## config.mk

```make
export PLATFORM = sky130hd
export DESIGN_NAME = vault_sequencer
export DESIGN_NICKNAME = d
export VERILOG_FILES = /design/src/rtl/vault_pkg.sv /design/src/rtl/vault_lockout_timer.sv /design/src/rtl/vault_sequencer.sv
export SDC_FILE = /design/constraint.sdc
export NUM_CORES = 1
export LEC_CHECK = 0
export ABC_AREA = 0
export CAP_MARGIN = 20
export CORE_UTILIZATION = 40
export CTS_CLUSTER_SIZE = 25
export DETAILED_ROUTE_END_ITERATION = 8
export GPL_ROUTABILITY_DRIVEN = 1
export SYNTH_ARGS = -nofsm -noshare
export SYNTH_HDL_FRONTEND = slang
export SYNTH_SLANG_ARGS = --single-unit
export TNS_END_PERCENT = 5
```

## constraint.sdc

```tcl
create_clock -name clk -period 3.7 [get_ports clk]
set_clock_uncertainty 0.05 [all_clocks]
set_input_delay 0.74 -clock clk [delete_from_list [all_inputs] [get_ports clk]]
set_output_delay 0.74 -clock clk [all_outputs]
set_load 0.01 [all_outputs]
```

## src/rtl/vault_pkg.sv

```systemverilog
// Shared types and default parameter values for the Infinite Vault sequencer.
package vault_pkg;

  typedef enum logic [2:0] {
    ST_IDLE     = 3'd0,
    ST_ARM      = 3'd1,
    ST_RUN      = 3'd2,
    ST_FAILED   = 3'd3,
    ST_LOCKOUT  = 3'd4,
    ST_UNLOCKED = 3'd5
  } vault_state_e;

  localparam int DEF_NUM_PHASES     = 3;
  localparam int DEF_MAX_ATTEMPTS   = 3;
  localparam int DEF_LOCKOUT_CYCLES = 1000;
  localparam int DEF_PHASE_TIMEOUT  = 255;

endpackage

```

## src/rtl/vault_lockout_timer.sv

```systemverilog
// Loadable counter: counts down (saturating at zero) or up, and flags when it
// holds EXPIRE_AT. Used for the lockout period and, optionally, the phase timeout.
module vault_lockout_timer #(
  parameter int WIDTH     = 10,
  parameter bit COUNT_UP  = 1'b0,
  parameter int EXPIRE_AT = 1
) (
  input  logic             clk_i,
  input  logic             rst_ni,
  input  logic             load_i,
  input  logic [WIDTH-1:0] load_val_i,
  input  logic             count_i,
  output logic             expire_o
);

  logic [WIDTH-1:0] cnt_q;
  logic [WIDTH-1:0] cnt_d;

  always_comb begin
    cnt_d = cnt_q;
    if (load_i) begin
      cnt_d = load_val_i;
    end else if (count_i) begin
      if (COUNT_UP) begin
        cnt_d = cnt_q + WIDTH'(1);
      end else if (cnt_q != '0) begin
        cnt_d = cnt_q - WIDTH'(1);
      end
    end
  end

  always_ff @(posedge clk_i or negedge rst_ni) begin
    if (!rst_ni) begin
      cnt_q <= '0;
    end else begin
      cnt_q <= cnt_d;
    end
  end

  assign expire_o = (cnt_q == WIDTH'(EXPIRE_AT));

endmodule

```

## src/rtl/vault_sequencer.sv

```systemverilog
// Infinite Vault top-level sequencer: steps through the phase FSMs, counts failed
// attempts and enforces a timed lockout. Define VAULT_PHASE_TIMEOUT_EN to add a per-phase RUN timeout.
module vault_sequencer
  import vault_pkg::*;
#(
  parameter int NUM_PHASES     = DEF_NUM_PHASES,
  parameter int MAX_ATTEMPTS   = DEF_MAX_ATTEMPTS,
  parameter int LOCKOUT_CYCLES = DEF_LOCKOUT_CYCLES,
  parameter int PHASE_TIMEOUT  = DEF_PHASE_TIMEOUT
) (
  input  logic                              clk,
  input  logic                              reset_n,
  input  logic                              start,
  input  logic                              relock,
  input  logic [NUM_PHASES-1:0]             phase_done,
  input  logic [NUM_PHASES-1:0]             phase_fail,
  output logic [NUM_PHASES-1:0]             phase_rst,
  output logic [NUM_PHASES-1:0]             phase_en,
  output logic [$clog2(NUM_PHASES)-1:0]     cur_phase,
  output logic [$clog2(MAX_ATTEMPTS+1)-1:0] attempts_left,
  output logic                              busy,
  output logic                              unlocked,
  output logic                              locked_out
);

  localparam int PW = $clog2(NUM_PHASES);
  localparam int AW = $clog2(MAX_ATTEMPTS + 1);
  localparam int LW = $clog2(LOCKOUT_CYCLES + 1);

  vault_state_e          state_q, state_d;
  logic [PW-1:0]         cur_q, cur_d;
  logic [AW-1:0]         att_q, att_d;
  logic [AW-1:0]         att_dec;
  logic [NUM_PHASES-1:0] cur_onehot;
  logic                  cur_done;
  logic                  cur_fail;
  logic                  lock_load;
  logic                  lock_expire;
  logic                  timeout_exp;

  assign cur_onehot = NUM_PHASES'(1) << cur_q;
  assign cur_done   = phase_done[cur_q];
  assign cur_fail   = phase_fail[cur_q];
  assign att_dec    = (att_q != '0) ? (att_q - AW'(1)) : '0;

  vault_lockout_timer #(
    .WIDTH     (LW),
    .COUNT_UP  (1'b0),
    .EXPIRE_AT (1)
  ) u_lockout_timer (
    .clk_i      (clk),
    .rst_ni     (reset_n),
    .load_i     (lock_load),
    .load_val_i (LW'(LOCKOUT_CYCLES)),
    .count_i    (state_q == ST_LOCKOUT),
    .expire_o   (lock_expire)
  );

`ifdef VAULT_PHASE_TIMEOUT_EN
  localparam int TW = $clog2(PHASE_TIMEOUT + 1);

  // Expiring on PHASE_TIMEOUT-1 makes the PHASE_TIMEOUT-th RUN cycle the last one.
  vault_lockout_timer #(
    .WIDTH     (TW),
    .COUNT_UP  (1'b1),
    .EXPIRE_AT (PHASE_TIMEOUT - 1)
  ) u_phase_timer (
    .clk_i      (clk),
    .rst_ni     (reset_n),
    .load_i     (state_q == ST_ARM),
    .load_val_i ('0),
    .count_i    (state_q == ST_RUN),
    .expire_o   (timeout_exp)
  );
`else
  assign timeout_exp = 1'b0;
`endif

  always_comb begin
    state_d   = state_q;
    cur_d     = cur_q;
    att_d     = att_q;
    lock_load = 1'b0;
    case (state_q)
      ST_IDLE: begin
        cur_d = '0;
        if (!relock && start) begin
          state_d = ST_ARM;
        end
      end
      ST_ARM: begin
        if (relock) begin
          state_d = ST_IDLE;
          cur_d   = '0;
        end else begin
          state_d = ST_RUN;
        end
      end
      ST_RUN: begin
        // relock beats the phase flags; fail beats done; both beat the timeout.
        if (relock) begin
          state_d = ST_IDLE;
          cur_d   = '0;
        end else if (cur_fail) begin
          state_d = ST_FAILED;
        end else if (cur_done) begin
          if (cur_q == PW'(NUM_PHASES - 1)) begin
            state_d = ST_UNLOCKED;
          end else begin
            state_d = ST_ARM;
            cur_d   = cur_q + PW'(1);
          end
        end else if (timeout_exp) begin
          state_d = ST_FAILED;
        end
      end
      ST_FAILED: begin
        att_d = att_dec;
        cur_d = '0;
        if (relock) begin
          state_d = ST_IDLE;
        end else if (att_dec == '0) begin
          state_d   = ST_LOCKOUT;
          lock_load = 1'b1;
        end else begin
          state_d = ST_IDLE;
        end
      end
      ST_LOCKOUT: begin
        if (lock_expire) begin
          state_d = ST_IDLE;
          att_d   = AW'(MAX_ATTEMPTS);
        end
      end
      ST_UNLOCKED: begin
        if (relock) begin
          state_d = ST_IDLE;
          cur_d   = '0;
          att_d   = AW'(MAX_ATTEMPTS);
        end
      end
      default: begin
        state_d = ST_IDLE;
        cur_d   = '0;
      end
    endcase
  end

  always_ff @(posedge clk or negedge reset_n) begin
    if (!reset_n) begin
      state_q <= ST_IDLE;
      cur_q   <= '0;
      att_q   <= AW'(MAX_ATTEMPTS);
    end else begin
      state_q <= state_d;
      cur_q   <= cur_d;
      att_q   <= att_d;
    end
  end

  always_comb begin
    phase_rst  = '1;
    phase_en   = '0;
    busy       = 1'b0;
    unlocked   = 1'b0;
    locked_out = 1'b0;
    case (state_q)
      ST_ARM, ST_FAILED: busy = 1'b1;
      ST_RUN: begin
        busy      = 1'b1;
        phase_en  = cur_onehot;
        phase_rst = ~cur_onehot;
      end
      ST_LOCKOUT:  locked_out = 1'b1;
      ST_UNLOCKED: unlocked   = 1'b1;
      default: ;
    endcase
  end

  assign cur_phase     = cur_q;
  assign attempts_left = att_q;

endmodule

```

==> results of run 1 <==
registers in the layout (all words and copies together), names as in the netlist:
signal and count:
u_lockout_timer.cnt_q 10, state_q 3, attempts_left 2, cur_phase 2
stage by stage:
| step | std cells | setup slack, ns | area (um2) | util (%) |
|---|---|---|---|---|
| 3_3_place_gp | 178 | 1.34 | 1420 | 51.0 |
| 6_report | 182 | 0.989 | 1450 | 52.0 |
| 5_1_grt | 182 | 0.864 | 1450 | 52.0 |
| 3_5_place_dp | 178 | 1.31 | 1420 | 51.0 |
| 2_1_floorplan | 130 | 1.79 | 1190 | - |
| 4_1_cts | 182 | 0.978 | 1450 | 52.0 |
where the power goes:
group / internal, mW / switching, mW / total, mW / leakage, nW
Sequential: 0.243 / 0.0741 / 0.317 / 0.196
Clock: 0.0402 / 0.0594 / 0.0995 / 0.0177
Combinational: 0.125 / 0.124 / 0.249 / 0.331
Total: 0.408 / 0.258 / 0.666 / 0.545
Yosys cell counts, drive strengths merged (3+ instances only):
cell and count:
dfrtp 15, a21oi 5, nand3 6, nor2 12
nand2b 4, or3 4, o21ai 6, inv 10
clkbuf 3, ha 5, o31ai 3, mux2i 6
nand2 10, nor4 3
worst paths after layout:
kind / startpoint / endpoint / slack (ns) / depth (start not counted)
worst max-delay path: state_q[0] / phase_en[1] / 0.99 / 3
worst min register to register: u_lockout_timer.cnt_q[6] / u_lockout_timer.cnt_q[6] / 0.48 / 1
worst max register to register: state_q[0] / attempts_left[1] / 1.69 / 4
worst min-delay path: u_lockout_timer.cnt_q[6] / u_lockout_timer.cnt_q[6] / 0.48 / 1
max in group asynchronous: reset_n / state_q[1] / 2.26 / 1
min in group asynchronous: reset_n / u_lockout_timer.cnt_q[6] / 0.84 / 1
worst max-delay path: cells and delay by family, from the launching register on:
kind | cells | cell delay, ns
DFF | 1 | 0.54
and+or+nand+nor | 2 | 0.54
buffers and inverters | 1 | 0.54
cells by family after synthesis:
kind of cell | Yosys count
DFF | 17
xor gates and xnor gates | 1
AOI/OAI and AO/OA | 29
muxes | 6
buffers and inverters | 15
adders and majority gates | 5
and+or+nand+nor | 57
cells in the final DEF, fill, tap and decap left out, drive strengths merged, types with 3 or more instances in the layout:
cell type,Yosys,routed
ha,5,5
clkdlybuf4s50,0,22
nand3,6,6
inv,10,10
dfrtp,15,15
mux2i,6,6
nor2,12,12
a21oi,5,5
nand2b,4,4
clkbuf,3,3
nor4,3,3
or3,4,4
o31ai,3,3
nand2,10,10
o21ai,6,6
cell type report:
class | instances | share of cell area, %
clock buffers | 3 | 1.56
clock inverters | 1 | 0.346
inverters | 10 | 2.60
multi-input cells | 98 | 48.0
flip-flops and latches | 17 | 29.6
well taps | 31 | 2.68
repair buffers | 22 | 15.2
routing by layer:
layer	global-route usage, %	share of wire, %
met1	25.6	50
met2	30.4	46
met3	2.76	3.5
met4	4.18	0.68
met5	0	0
==> impl_metrics.env, run 1 <==
export IMPL_status="finished, final reports clean"
export IMPL_fill_cells=276
export IMPL_cts_hold_buf=0
export IMPL_path_class="reg -> out"
export IMPL_postCtsResizedCells=0
export IMPL_nets=167
export IMPL_p_leak_nw=0.545
export IMPL_synthXorXnorAreaFrac_pct=0.738
export IMPL_period_needed_ns=2.71
export IMPL_fin_crit_sh_pct=73.3
export IMPL_grt_overflow=0
export IMPL_area_growth_pct=21.8
export IMPL_wirelength_um=2780
export IMPL_synth_main_ff_cell="dfrtp_1"
export IMPL_drv_slew=0
export IMPL_viasPerCell=5.70
export IMPL_peakVddDrop_uv=300
export IMPL_cts_buffers=3
export IMPL_multi_input_area_um2=694
export IMPL_maxCapViolCount=0
export IMPL_cts_tree="done"
export IMPL_rows=19
export IMPL_place_gp_congestion=0.755
export IMPL_grt_pass1_vias=1001
export IMPL_vias=1037
export IMPL_antenna_found_initial=0
export IMPL_synth_avg_cell_area_um2=9.13
export IMPL_path_cells="nor2_1 > and3_1 > clkdlybuf4s50_1"
export IMPL_critPathArrivalTime_ns=1.92
export IMPL_htree_levels=1
export IMPL_finalSetupViolCount=0
export IMPL_grt_start_max_net_pins=18
export IMPL_hold_viol=0
export IMPL_fin_setup_tns_ns=0
export IMPL_yosysWarnings=0
export IMPL_track_usage_pct=18.5
export IMPL_clk_latency_ns=0.29
export IMPL_synth_compound_area_share_pct=18.9
export IMPL_core_area_um2=2780
export IMPL_slew_headroom_pct=47.7
export IMPL_synth_simple_area_share_pct=28.6
export IMPL_cts_root_buf="clkbuf_4"
export IMPL_synth_area_um2=1190
export IMPL_path_clk_slew_ns=0.11
export IMPL_post_cts_buffers=0
export IMPL_required_ns=2.91
export IMPL_drtPass1Iterations=4
export IMPL_synth_top_family_by_area="simple AND/OR/NAND/NOR gates"
export IMPL_ys_async_sr_fraction_pct=100
export IMPL_fp_dieH_um=56.5
export IMPL_die_x_um=56.5
export IMPL_p_total_uw=666
export IMPL_cts_sinks=17
export IMPL_dr_first_iter_drc_count=22
export IMPL_synth_distinct_cells=43
export IMPL_antenna_left=0
export IMPL_drive_above_1_share_pct=8.61
export IMPL_grt_pass1_wl_um=4670
export IMPL_startpoint_type="flop"
export IMPL_start_util_pct=42.7
export IMPL_max_stage_delay_ns=0.54
export IMPL_max_clock_freq_ghz=0.369
export IMPL_clockBufferDepth=2
export IMPL_crit_slowest_cell="dfrtp_1"
export IMPL_min_path_type="reg -> reg"
export IMPL_rsz0062_at_grt="no"
export IMPL_worst_pin_slew_ns=0.782
export IMPL_antenna_cells=0
export IMPL_synth_seq_cells=17
export IMPL_synthTopCellsByArea="dfrtp_1, ha_1, mux2i_1, dfstp_2, nor2_1"
export IMPL_synthMuxAreaShare_pct=5.06
export IMPL_end_kind="output pin"
export IMPL_io_buffers=22
export IMPL_routedWlPerCell_um=15.2
export IMPL_dieArea_um2=3190
export IMPL_yosys_area_top_type="dfrtp_1"
export IMPL_crit_fanout=13
export IMPL_synthCells=130
export IMPL_timing_hold_ws_ns=0.482
export IMPL_syn_nets=145
export IMPL_synth_adder_area_share_pct=5.27
export IMPL_yosysTopAreaCellShare_pct=31.6
export IMPL_drc=0
export IMPL_seq_area_um2=428
export IMPL_yosysSeqAreaShare_pct=36.0
export IMPL_power_density_nw_per_um2=460
export IMPL_synth_edff_count=0
export IMPL_io_pins=23
export IMPL_place_hpwl_um=2030
Power figures use the tool's default switching activity.
==> inputs of run 2 (changes only) <==
==> constraint.sdc (replaced) <==
create_clock -name clk -period 2.7 [get_ports clk]
set_clock_uncertainty 0.05 [all_clocks]
set_input_delay 0.54 -clock clk [delete_from_list [all_inputs] [get_ports clk]]
set_output_delay 0.54 -clock clk [all_outputs]
set_load 0.01 [all_outputs]
==> impl_metrics.env, run 2 (synthesized netlist as in run 1, its figures left out) <==
export IMPL_preCtsSetupSlack_ns=0.514
export IMPL_clk_latency_ns=0.29
export IMPL_antenna_cells=0
export IMPL_status="finished, final reports clean"
export IMPL_drtPass1Iterations=4
export IMPL_p_leak_nw=0.545
export IMPL_cts_sinks=17
export IMPL_required_ns=2.11
export IMPL_finalSetupViolCount=0
export IMPL_io_buffers=22
export IMPL_dp_cells=178
export IMPL_area_growth_pct=21.8
export IMPL_place_hpwl_um=2010
export IMPL_slew_headroom_pct=48.6
export IMPL_nets=167
export IMPL_htree_levels=1
export IMPL_maxCapViolCount=0
export IMPL_fp_dieH_um=56.5
export IMPL_start_util_pct=42.7
export IMPL_grt_overflow=0
export IMPL_final_common_cell="clkdlybuf4s50_1"
export IMPL_r2r_end="attempts_left[1]"
export IMPL_cts_root_buf="clkbuf_4"
export IMPL_wirelength_um=2710
export IMPL_critPathArrivalTime_ns=1.91
export IMPL_crit_fanout=13
export IMPL_fin_crit_sh_pct=92.5
export IMPL_antenna_left=0
export IMPL_antenna_found_initial=0
export IMPL_hp_start="u_lockout_timer.cnt_q[6]"
export IMPL_grt_pass1_wl_um=4560
export IMPL_track_usage_pct=18.0
export IMPL_period_needed_ns=2.50
export IMPL_max_clock_freq_ghz=0.400
export IMPL_end_kind="output pin"
export IMPL_cts_tree="done"
export IMPL_grt_pass1_vias=998
export IMPL_reg2reg_slack_ns=0.67
export IMPL_hold_path_depth=1
export IMPL_routedWlPerCell_um=14.9
export IMPL_postCtsResizedCells=0
export IMPL_fill_cells=264
export IMPL_die_x_um=56.5
export IMPL_dieArea_um2=3190
export IMPL_fin_util_pct=52.0
export IMPL_min_path_type="reg -> reg"
export IMPL_cts_buffers=3
export IMPL_place_gp_congestion=0.755
export IMPL_io_pins=23
export IMPL_power_density_nw_per_um2=629
export IMPL_hold_path_end="u_lockout_timer.cnt_q[6]"
export IMPL_stdcell_count=182
export IMPL_rsz0062_at_grt="no"
export IMPL_reg2reg_depth=4
export IMPL_reg_top3="u_lockout_timer.cnt_q x10, state_q x3"
export IMPL_final_cell_mix="clkdlybuf4s50_1, dfrtp_1, nor2_1, inv_1, nand2_1"
export IMPL_worst_pin_slew_ns=0.769
export IMPL_vias=1027
export IMPL_post_cts_buffers=0
export IMPL_drc=0
export IMPL_startpoint_type="flop"
export IMPL_drive_above_1_share_pct=8.61
export IMPL_grt_start_max_net_pins=18
export IMPL_cts_hold_buf=0
export IMPL_worst_slack_ns=0.203
export IMPL_rr_startpoint="state_q[0]"
export IMPL_fin_setup_tns_ns=0
export IMPL_path_clk_slew_ns=0.11
export IMPL_dr_first_iter_drc_count=24
export IMPL_largest_register="u_lockout_timer.cnt_q"
export IMPL_clockBufferDepth=2
export IMPL_core_area_um2=2780
export IMPL_drv_slew=0
export IMPL_viasPerCell=5.64
export IMPL_rows=19
export IMPL_largest_reg_flops=10
export IMPL_path_class="reg -> out"
export IMPL_peakVddDrop_uv=508
export IMPL_hold_viol=0
==> run 2: worst max-delay path, stage by stage, from the launching register on <==
cell and delay [ns]:
dfrtp_1 0.54, nor2_1 0.30, and3_1 0.23, clkdlybuf4s50_1 0.55
==> run 2: how the worst max path moves through the flow <==
stage | start | endpoint | slack [ns] | depth (start not counted)
6_report | state_q[0] | phase_en[1] | 0.20 | 3
5_1_grt | cur_phase[1] | phase_rst[0] | 0.08 | 5
4_1_cts | cur_phase[0] | phase_en[2] | 0.19 | 5
3_5_place_dp | cur_phase[0] | phase_en[2] | 0.51 | 5
3_3_place_gp | cur_phase[0] | phase_en[2] | 0.54 | 5
2_1_floorplan | u_lockout_timer.cnt_q[1] | attempts_left[1] | 0.94 | 6
==> run 2: power breakdown <==
| group | internal (mW) | leakage (nW) | total (mW) | switching (mW) |
|---|---|---|---|---|
| registers | 0.333 | 0.196 | 0.434 | 0.101 |
| logic | 0.171 | 0.331 | 0.338 | 0.167 |
| clock network | 0.0550 | 0.0177 | 0.137 | 0.0817 |
| total | 0.559 | 0.545 | 0.909 | 0.350 |
==> run 2: final cells by class <==
type | instances | area [um2] | area share, %
clock buffer | 3 | 22.5 | 1.56
tap | 31 | 38.8 | 2.68
multi-input combinational | 98 | 694 | 48.0
inverter | 10 | 37.5 | 2.60
timing repair buffer | 22 | 220 | 15.2
sequential | 17 | 428 | 29.6
clock inverter | 1 | 5.00 | 0.346
==> run 2: layer usage <==
metal,part of all wire (%),wire length [um],GRT usage [%],vias to the layer above
li1,-,-,-,516
met1,51,1370,24.1,488
met2,45,1220,30.3,21
met3,3.8,102,3.00,2
met4,0.70,19,4.18,0
met5,0,0,0,-
==> run 2: through the flow <==
stage                     hold WS, ns  power, mW  cell area, um2
final                           0.469      0.909            1450
after CTS                       0.470      0.917            1450
after global placement          0.446      0.772            1420
after detailed placement        0.452      0.773            1420
after floorplan                 0.194      0.632            1190
after global routing            0.501      0.980            1450
